<file path="config.mk">
export PLATFORM = sky130hd
export DESIGN_NAME = dual_avg_sequencer_flat
export DESIGN_NICKNAME = d
export VERILOG_FILES = /design/src/rtl/dual_avg_sequencer_pkg.sv /design/src/rtl/dual_avg_sequencer_if.sv /design/src/rtl/dual_avg_sequencer_dr_capture.sv /design/src/rtl/dual_avg_sequencer.sv /design/src/flat_wrapper.sv
export SDC_FILE = /design/constraint.sdc
export NUM_CORES = 1
export LEC_CHECK = 0
export CAP_MARGIN = 15
export CORE_AREA = 4 4 46 48
export CTS_CLUSTER_SIZE = 30
export DETAILED_ROUTE_END_ITERATION = 12
export DIE_AREA = 0 0 50 52
export GPL_ROUTABILITY_DRIVEN = 0
export MAX_ROUTING_LAYER = met4
export PLACE_DENSITY = 0.76
export SYNTH_ARGS = -nofsm -noshare
export SYNTH_HDL_FRONTEND = slang
export SYNTH_SLANG_ARGS = --single-unit
</file>
<file path="constraint.sdc">
create_clock -name clk -period 1.75 [get_ports clk]
set_clock_uncertainty 0.15 [all_clocks]
set_input_delay 0.35 -clock clk [delete_from_list [all_inputs] [get_ports clk]]
set_output_delay 0.35 -clock clk [all_outputs]
set_load 0.005 [all_outputs]
</file>
<file path="src/rtl/dual_avg_sequencer_pkg.sv">
// Shared types for the dual-channel averaging sequencer: datapath opcodes,
// sequencer states and default register-file indices.
package avg_seq_pkg;

    typedef enum logic [1:0] {
        OP_NOP  = 2'b00,
        OP_COPY = 2'b01,
        OP_LOAD = 2'b10,
        OP_ADD  = 2'b11
    } op_t;

    typedef enum logic [3:0] {
        IDLE,
        SHIFT3,
        SHIFT2,
        SHIFT1,
        LOAD,
        SUM1,
        SUM2,
        SUM3,
        DONE
    } state_t;

    localparam logic [3:0] DEF_WIN_BASE    = 4'd1;
    localparam logic [3:0] DEF_SCRATCH_REG = 4'd9;
    localparam logic [3:0] DEF_RESULT_REG  = 4'd0;

    // Register index of window slot 'off' for channel 'ch' (4 regs per channel).
    function automatic logic [3:0] win_reg(input logic [3:0] base,
                                           input logic       ch,
                                           input logic [1:0] off);
        return 4'(base + {1'b0, ch, 2'b00} + {2'b00, off});
    endfunction

endpackage

</file>
<file path="src/rtl/dual_avg_sequencer_if.sv">
// Sequencer <-> shared averaging datapath connection.
// master: sequencer side (drives op/regs/select/count), slave: datapath side.
interface dual_avg_sequencer_if;

    avg_seq_pkg::op_t op;
    logic [3:0]       src1;
    logic [3:0]       src2;
    logic [3:0]       dest;
    logic             sample_sel;
    logic             cnt_up;
    logic             overflow;

    modport master (
        output op, src1, src2, dest, sample_sel, cnt_up,
        input  overflow
    );

    modport slave (
        input  op, src1, src2, dest, sample_sel, cnt_up,
        output overflow
    );

endinterface

</file>
<file path="src/rtl/dual_avg_sequencer_dr_capture.sv">
// Per-channel data_ready capture: rising-edge detect, one-deep pending flag,
// and an overrun pulse for an edge that lands on an already-pending request.
// Optional feature macro: OVERRUN_ERR_EN (overrun pulse is tied low when undefined).
module dr_capture (
    input  logic clk,
    input  logic reset,
    input  logic dr,
    input  logic grant,
    output logic pending,
    output logic overrun
);

    logic dr_q;
    logic rise;

    // dr_q resets low so a level already high at reset release counts as an edge.
    assign rise = dr & ~dr_q;

    // Edge history and pending request; a grant and a new edge in the same
    // cycle consume the old request and leave the new one pending.
    always_ff @(posedge clk) begin
        if (reset) begin
            dr_q    <= 1'b0;
            pending <= 1'b0;
        end else begin
            dr_q    <= dr;
            pending <= rise | (pending & ~grant);
        end
    end

`ifdef OVERRUN_ERR_EN
    assign overrun = rise & pending & ~grant;
`else
    assign overrun = 1'b0;
`endif

endmodule

</file>
<file path="src/rtl/dual_avg_sequencer.sv">
// Round-robin sequencer for the shared averaging datapath. Each grant shifts
// the channel's 4-sample window, loads the new sample and sums the window
// into RESULT_REG through SCRATCH_REG. Outputs are a Moore decode of state/cur_ch.
// Optional feature macro: OVERRUN_ERR_EN (edge on an already-pending channel
// also sets that channel's sticky err bit).
module dual_avg_sequencer
    import avg_seq_pkg::*;
#(
    parameter logic [3:0] WIN_BASE    = DEF_WIN_BASE,
    parameter logic [3:0] SCRATCH_REG = DEF_SCRATCH_REG,
    parameter logic [3:0] RESULT_REG  = DEF_RESULT_REG
) (
    input  logic                        clk,
    input  logic                        reset,
    input  logic                        dr0,
    input  logic                        dr1,
    dual_avg_sequencer_if.master        dp,
    output logic                        modwait,
    output logic                        result_valid,
    output logic                        result_ch,
    output logic [1:0]                  err
);

    state_t     state;
    logic       cur_ch;
    logic       last_grant;
    logic [1:0] pending;
    logic [1:0] overrun;
    logic [1:0] grant;
    logic       grant_any;
    logic       next_ch;
    logic [1:0] err_next;

    dr_capture u_cap0 (
        .clk     (clk),
        .reset   (reset),
        .dr      (dr0),
        .grant   (grant[0]),
        .pending (pending[0]),
        .overrun (overrun[0])
    );

    dr_capture u_cap1 (
        .clk     (clk),
        .reset   (reset),
        .dr      (dr1),
        .grant   (grant[1]),
        .pending (pending[1]),
        .overrun (overrun[1])
    );

    // Round-robin pick in IDLE: a lone request wins, a tie goes to ~last_grant.
    always_comb begin
        next_ch   = pending[1] & (~pending[0] | ~last_grant);
        grant_any = (state == IDLE) && (pending != 2'b00);
        grant     = {grant_any & next_ch, grant_any & ~next_ch};
    end

    // Sticky error update: SHIFT3 clears the active channel, overflow or overrun sets.
    always_comb begin
        err_next = err;
        if (state == SHIFT3)
            err_next[cur_ch] = 1'b0;
        if ((state inside {SUM1, SUM2, SUM3}) && dp.overflow)
            err_next[cur_ch] = 1'b1;
        err_next = err_next | overrun;
    end

    // Sequencer state, channel bookkeeping and error register.
    always_ff @(posedge clk) begin
        if (reset) begin
            state      <= IDLE;
            cur_ch     <= 1'b0;
            last_grant <= 1'b1;
            result_ch  <= 1'b0;
            err        <= '0;
        end else begin
            err <= err_next;
            case (state)
                IDLE: begin
                    if (grant_any) begin
                        cur_ch     <= next_ch;
                        last_grant <= next_ch;
                        result_ch  <= next_ch;
                        state      <= SHIFT3;
                    end
                end
                SHIFT3:  state <= SHIFT2;
                SHIFT2:  state <= SHIFT1;
                SHIFT1:  state <= LOAD;
                LOAD:    state <= SUM1;
                SUM1:    state <= SUM2;
                SUM2:    state <= SUM3;
                SUM3:    state <= DONE;
                DONE:    state <= IDLE;
                default: state <= IDLE;
            endcase
        end
    end

    // Datapath command decode for the current state and channel.
    always_comb begin
        dp.op         = OP_NOP;
        dp.src1       = '0;
        dp.src2       = '0;
        dp.dest       = '0;
        dp.sample_sel = 1'b0;
        dp.cnt_up     = 1'b0;
        case (state)
            SHIFT3: begin
                dp.op   = OP_COPY;
                dp.src1 = win_reg(WIN_BASE, cur_ch, 2'd2);
                dp.dest = win_reg(WIN_BASE, cur_ch, 2'd3);
            end
            SHIFT2: begin
                dp.op   = OP_COPY;
                dp.src1 = win_reg(WIN_BASE, cur_ch, 2'd1);
                dp.dest = win_reg(WIN_BASE, cur_ch, 2'd2);
            end
            SHIFT1: begin
                dp.op   = OP_COPY;
                dp.src1 = win_reg(WIN_BASE, cur_ch, 2'd0);
                dp.dest = win_reg(WIN_BASE, cur_ch, 2'd1);
            end
            LOAD: begin
                dp.op         = OP_LOAD;
                dp.dest       = win_reg(WIN_BASE, cur_ch, 2'd0);
                dp.sample_sel = cur_ch;
                dp.cnt_up     = 1'b1;
            end
            SUM1: begin
                dp.op   = OP_ADD;
                dp.src1 = win_reg(WIN_BASE, cur_ch, 2'd0);
                dp.src2 = win_reg(WIN_BASE, cur_ch, 2'd1);
                dp.dest = SCRATCH_REG;
            end
            SUM2: begin
                dp.op   = OP_ADD;
                dp.src1 = SCRATCH_REG;
                dp.src2 = win_reg(WIN_BASE, cur_ch, 2'd2);
                dp.dest = SCRATCH_REG;
            end
            SUM3: begin
                dp.op   = OP_ADD;
                dp.src1 = SCRATCH_REG;
                dp.src2 = win_reg(WIN_BASE, cur_ch, 2'd3);
                dp.dest = RESULT_REG;
            end
            default: ;
        endcase
    end

    assign modwait      = (state != IDLE);
    assign result_valid = (state == DONE);

endmodule

</file>
<file path="src/flat_wrapper.sv">
// flat-port wrapper written by rule: the top's interface ports become plain ports
module dual_avg_sequencer_flat import avg_seq_pkg::*;
#(
    parameter logic [3:0] WIN_BASE    = DEF_WIN_BASE,
    parameter logic [3:0] SCRATCH_REG = DEF_SCRATCH_REG,
    parameter logic [3:0] RESULT_REG  = DEF_RESULT_REG
)
  (clk, reset, dr0, dr1, modwait, result_valid, result_ch, err, dp_op, dp_src1, dp_src2, dp_dest, dp_sample_sel, dp_cnt_up, dp_overflow);
  dual_avg_sequencer_if dp_i ();
  input  logic clk;
  input  logic reset;
  input  logic dr0;
  input  logic dr1;
  output logic modwait;
  output logic result_valid;
  output logic result_ch;
  output logic [1:0] err;
  output wire logic [$bits(dp_i.op)-1:0] dp_op;
  output wire logic [$bits(dp_i.src1)-1:0] dp_src1;
  output wire logic [$bits(dp_i.src2)-1:0] dp_src2;
  output wire logic [$bits(dp_i.dest)-1:0] dp_dest;
  output wire logic [$bits(dp_i.sample_sel)-1:0] dp_sample_sel;
  output wire logic [$bits(dp_i.cnt_up)-1:0] dp_cnt_up;
  input wire logic [$bits(dp_i.overflow)-1:0] dp_overflow;
  assign dp_op = dp_i.op;
  assign dp_src1 = dp_i.src1;
  assign dp_src2 = dp_i.src2;
  assign dp_dest = dp_i.dest;
  assign dp_sample_sel = dp_i.sample_sel;
  assign dp_cnt_up = dp_i.cnt_up;
  assign dp_i.overflow = dp_overflow;
  dual_avg_sequencer #(.WIN_BASE(WIN_BASE), .SCRATCH_REG(SCRATCH_REG), .RESULT_REG(RESULT_REG)) u_core (.clk(clk), .reset(reset), .dr0(dr0), .dr1(dr1), .dp(dp_i), .modwait(modwait), .result_valid(result_valid), .result_ch(result_ch), .err(err));
endmodule
</file>
==> results of run 1 <==
==> per-stage QoR <==
step                hold slack [ns]  power (mW)  utilization, %  cell area [um2]
floorplan                    0.2832      0.6134               -            668.1
CTS                          0.3152       1.211           73.04             1247
global placement             0.2993      0.9615           64.98             1110
detailed placement           0.3056      0.9740           64.98             1110
finish                       0.3156       1.479           86.45             1476
global route                 0.3374       1.555           86.45             1476
==> final cells by class <==
cell class,count,area [um2]
clock buffer,3,22.52
fill,79,231.5
inverter,5,18.77
multi-input combinational,60,561.8
sequential,12,254.0
tap,25,31.28
timing repair buffer,67,588.1
==> power by group <==
part | leakage, nW | total, mW | internal (mW) | switching (mW)
Sequential | 0.102 | 0.348 | 0.310 | 0.0385
Clock | 0.0138 | 0.167 | 0.0797 | 0.0876
Combinational | 0.540 | 0.963 | 0.540 | 0.424
Total | 0.655 | 1.48 | 0.929 | 0.550
==> cell families after synthesis <==
group           count (synthesis)
xor+xnor                        3
buf+inv                        11
compound gates                 19
flops                          12
simple gates                   38
==> worst min-delay path, delay by kind of cell, from the launching register on <==
family / cells / cell delay [ns]
compound gates: 2 / 0.10
flops: 1 / 0.32
==> Yosys cell counts, drive strengths merged <==
master | count | share of area [%]
nor4b | 1 | 1.3
nor2b | 4 | 3.7
o2111ai | 1 | 1.3
xor2 | 1 | 1.3
dfxtp | 12 | 36
clkbuf | 2 | 1.1
inv | 5 | 2.8
nand4b | 1 | 1.3
a21oi | 9 | 6.7
a221o | 1 | 1.5
xnor2 | 2 | 2.6
nand3 | 2 | 1.5
a211oi | 2 | 2.2
or2 | 1 | 0.94
nand2 | 4 | 2.2
or4b | 1 | 2.1
nor4 | 2 | 4.1
and3 | 1 | 0.94
nor3b | 1 | 1.1
a32o | 1 | 1.5
o21ai | 4 | 4.1
nand2b | 6 | 5.6
buf | 4 | 3.0
nor3 | 6 | 4.5
nor2 | 6 | 3.4
a21o | 1 | 1.1
and2 | 2 | 1.9
==> worst paths after layout <==
kind | start | to | slack [ns] | depth (start not counted)
worst max-delay path | u_core.state[3]$_SDFFE_PP0P_ | dp_dest[2] | -0.21 | 3
worst min-delay path | register | register | 0.32 | 2
worst max register to register | u_core.state[3]$_SDFFE_PP0P_ | u_core.last_grant$_SDFFE_PP1P_ | 0.05 | 6
worst min register to register | register | register | 0.32 | 2
==> what timing repair did <==
| action | in CTS | in global routing |
|---|---|---|
| setup endpoints to repair | 19 | 18 |
| pin swaps | 7 | 11 |
| setup buffers | 10 | 9 |
| resized for setup | 103 | 40 |
==> metal layers <==
| metal | global-route usage (%) | routed length (um) | share of wire, % | up-vias |
|---|---|---|---|---|
| met1 | 21.15 | 1064 | 39 | 416 |
| met4 | 6.912 | 51 | 1.9 | 0 |
| met2 | 38.70 | 1536 | 56 | 24 |
| li1 | - | - | - | 416 |
| met5 | - | 0 | 0 | - |
| met3 | 2.006 | 80 | 2.9 | 5 |
==> impl_metrics.py, run 1 <==
metrics = {
    "status": {
        "status": "finished, violations left",
        "violations": "negative setup slack",
    },
    "timing": {
        "setup-tns-final_ns": -0.8969,
        "setup_ws_ns": -0.2118,
        "finalMaxSlewViolations": 0,
        "finalSetupViolCount": 14,
        "hold_viol": 0,
        "worstMarginPinSlew_ns": 0.2530,
        "rsz0062_at_grt": "true",
        "fin_crit_ns": 1.962,
        "max_freq_mhz": 509.7,
        "finalCritPeriodShare_pct": 112.1,
        "max_slew_margin_pct": 83.08,
    },
    "global_routing": {
        "antenna_found_initial": 0,
        "track_usage_pct": 20.09,
        "grt_pass1_wl_mm": 3.857,
        "grt.overflow.total": 0,
        "grt_pass1_vias": 846,
        "grt_start_max_net_pins": 11,
    },
    "yosys": {
        "yosys_warnings": 0,
        "synth_cell_types": 29,
        "synth_cells": 83,
        "synth_area_um2": 668.1,
        "avgSynthCellArea_um2": 8.050,
        "synthXorXnorAreaFrac_pct": 3.933,
        "synth_compound_area_share_pct": 18.54,
        "syn-num-nets": 88,
        "synthMuxAreaShare_pct": 0,
        "synthSimpleGateAreaFrac_pct": 34.64,
        "synth_top_family_by_area": "simple AND/OR/NAND/NOR gates",
        "synthAdderAreaFrac_pct": 0,
        "synth-seq-cells": 12,
        "ys_seq_area_share_pct": 35.96,
    },
    "layout": {
        "drive_above_1_share_pct": 65.99,
        "diodes": 0,
        "layout_commonest_cell": "buf_6",
        "most-common-layout-cells": "buf_6, buf_4, buf_2",
        "syn_to_final_growth_pct": 121.0,
        "nNetsFinal": 154,
        "stdcell_count": 172,
    },
    "drt": {
        "drc": 0,
        "wl_per_cell_um": 15.88,
        "vias": 861,
        "totalWireLength_mm": 2.732,
        "drt_iter0_drc": 18,
        "firstDrtPassIters": 4,
        "ant_nets": 0,
        "avgViaCountPerCell": 5.006,
    },
    "power_and_ir_drop": {
        "p_per_area_mw_per_mm2": 1002,
        "vdd_ir_drop_max_mv": 0.8314,
        "cellLeakagePower_nw": 0.6552,
    },
    "cts": {
        "cts_tree": "yes",
        "cts_max_level": 1,
        "clock-root-buffer": "clkbuf_4",
        "clk_pin_slew_worst_paths_ns": 0.07,
        "cts_hold_buf": 0,
        "numCtsBuffers": 3,
        "cts.path.max_buffers": 2,
        "cts.sinks": 12,
        "clkLatencyLatePin_ns": 0.27,
    },
    "setup_path": {
        "arrival_ns": 1.46,
        "path_cells": "or4b_4 > a21oi_4 > buf_2",
        "critical-path-slowest-cell": "or4b_4",
        "crit_family": "simple AND/OR/NAND/NOR gates",
        "slowest_delay_ns": 0.55,
        "endpoint_kind": "output port",
        "critical_path_buf_inv_count": 1,
        "critPathRequiredTime_ns": 1.25,
        "criticalPathCategory": "reg -> out",
        "cp-start-kind": "register",
        "cp_max_fo": 4,
    },
    "placement": {
        "numPortBuffers": 25,
        "post-dp-hpwl_mm": 1.382,
        "dp_cells": 152,
        "place_worst_setup_slack_ns": -0.2715,
    },
    "floorplanning": {
        "io_pins": 26,
        "initial_core_util_pct": 39.12,
        "dieHeight_um": 52,
        "die_w_um": 50,
        "core_region_area_mm2": 0.001708,
        "die_area_mm2": 0.002600,
        "rows": 15,
    },
    "min_path": {
        "min-delay-path-class": "reg -> reg",
    },
    "run": {
        "maxCapViolCount": 0,
    },
}
Power figures use the tool's default switching activity.
==> inputs of run 2 (changes only) <==
Settings changed: CORE_AREA 4 4 46 48 to 2 2 42 44, CTS_BUF_LIST set to sky130_fd_sc_hd__clkbuf_4 sky130_fd_sc_hd__clkbuf_8, DIE_AREA 0 0 50 52 to 0 0 44 46, PLACE_DENSITY 0.76 to 0.83.
==> run 2 against run 1 <==
  * The run still ends with negative setup slack left
  * Fmax is 4.0% lower
  * Register-to-register slack worse by 0.05 ns
  * First-iteration DRC count is 100% higher
  * Combinational power is 13% higher
  * Critical path type unchanged
  * Largest cell class unchanged
  * Highest routed layer unchanged
==> impl_metrics.py, run 2 (synthesis gave the netlist of run 1 again) <==
metrics = {
    "layout": {
        "drive_above_1_share_pct": 70.20,
        "most-common-layout-cells": "buf_6, buf_4, buf_2",
        "regArea_um2": 251.5,
        "layout_commonest_cell": "buf_6",
        "nNetsFinal": 157,
        "fill_cells": 41,
        "diodes": 0,
        "syn_to_final_growth_pct": 130.1,
        "multi_input_area_um2": 571.8,
    },
    "setup_path": {
        "arrival_ns": 1.54,
        "critPathRequiredTime_ns": 1.25,
        "endpoint_kind": "output port",
        "cp-start-kind": "register",
        "cp_max_fo": 3,
        "criticalPathCategory": "reg -> out",
    },
    "timing": {
        "rsz0062_at_grt": "true",
        "max_slew_margin_pct": 72.82,
        "setup-tns-final_ns": -2.405,
        "worstMarginPinSlew_ns": 0.4064,
        "setup_ws_ns": -0.2929,
        "hold_viol": 0,
        "finalMaxSlewViolations": 0,
        "finalCritPeriodShare_pct": 116.7,
        "finalSetupViolCount": 17,
        "max_freq_mhz": 489.5,
        "fin_crit_ns": 2.043,
    },
    "floorplanning": {
        "rows": 15,
        "die_area_mm2": 0.002024,
        "core_region_area_mm2": 0.001614,
        "io_pins": 26,
        "die_w_um": 44,
        "dieHeight_um": 46,
        "initial_core_util_pct": 41.40,
    },
    "status": {
        "status": "finished, violations left",
        "violations": "negative setup slack",
    },
    "drt": {
        "drt_iter0_drc": 36,
        "vias": 1057,
        "firstDrtPassIters": 5,
        "totalWireLength_mm": 3.902,
        "drc": 0,
        "wl_per_cell_um": 23.23,
        "ant_nets": 0,
        "avgViaCountPerCell": 6.292,
    },
    "global_routing": {
        "grt_pass1_vias": 960,
        "grt.overflow.total": 0,
        "grt_pass1_wl_mm": 4.664,
        "grt_start_max_net_pins": 10,
        "antenna_found_initial": 0,
        "track_usage_pct": 33.73,
    },
    "cts": {
        "clock-root-buffer": "clkbuf_4",
        "cts_max_level": 1,
        "numCtsBuffers": 3,
        "clk_pin_slew_worst_paths_ns": 0.09,
        "cts_hold_buf": 0,
        "cts_tree": "yes",
        "clkLatencyLatePin_ns": 0.30,
        "cts.path.max_buffers": 2,
        "cts.sinks": 12,
    },
    "placement": {
        "post-dp-hpwl_mm": 1.488,
        "place_worst_setup_slack_ns": -0.3521,
        "numPortBuffers": 25,
    },
    "power_and_ir_drop": {
        "p_per_area_mw_per_mm2": 1095,
        "power_mw": 1.684,
        "cellLeakagePower_nw": 0.6913,
        "vdd_ir_drop_max_mv": 0.9632,
    },
    "run": {
        "maxCapViolCount": 0,
    },
    "min_path": {
        "min-delay-path-class": "reg -> reg",
    },
}
run 2: cell count changes in the layout (fill, tap and decap cells not counted), sizes merged:
cell | previous run | this run
buf | 60 | 61
clkbuf | 3 | 6
dlygate4sd2 | 0 | 1
dlymetal6s2s | 1 | 0
run 2: worst paths after layout:
kind	startpoint	endpoint	slack [ns]	cells past startpoint
max	u_core.state[3]$_SDFFE_PP0P_	dp_dest[2]	-0.29	7
min	register	register	0.34	2
max reg2reg	u_core.state[2]$_SDFFE_PP0P_	u_core.last_grant$_SDFFE_PP1P_	0	6
min reg2reg	register	register	0.34	2
run 2: final cells by class:
| class | instances | share of cell area, % |
|---|---|---|
| Timing Repair Buffer | 70 | 41.50 |
| Multi-Input combinational cell | 60 | 37.18 |
| Sequential cell | 12 | 16.35 |
| Clock buffer | 4 | 2.360 |
| Tap cell | 17 | 1.383 |
| Inverter | 5 | 1.221 |
run 2: worst max-delay path: stages (launching register included):
cell	delay [ns]
dfxtp_4	0.37
buf_8	0.13
buf_12	0.12
nor3_4	0.20
buf_6	0.14
a211oi_4	0.06
a21oi_2	0.10
buf_2	0.12
run 2: report_power, final:
group,leakage (nW),internal (mW),switching (mW)
Clock,0.0210,0.127,0.114
Sequential,0.101,0.309,0.0479
Combinational,0.569,0.580,0.506
Total,0.691,1.02,0.668
run 2: timing repair:
item,4_1_cts,5_1_grt
setup buffers,18,6
gates resized for setup,105,39
pin swaps,11,11
endpoints found under the setup margin,19,22
run 2: metal layers:
| layer | vias up | GRT usage (%) | wire, um |
|---|---|---|---|
| met1 | 500 | 37.89 | 1432 |
| li1 | 426 | - | - |
| met5 | - | - | 0 |
| met4 | 0 | 13.94 | 207 |
| met2 | 97 | 60.00 | 1853 |
| met3 | 34 | 4.365 | 408 |
run 2: per-stage QoR:
step                      instances  util, %  instance area [um2]  hold slack, ns
after floorplan                  83        -                668.1          0.2832
after global routing            168    95.27                 1538          0.3519
final                           168    95.27                 1538          0.3389
after detailed placement        146    69.07                 1115          0.3095
after global placement          146    69.07                 1115          0.2997
after CTS                       168    87.36                 1410          0.3199
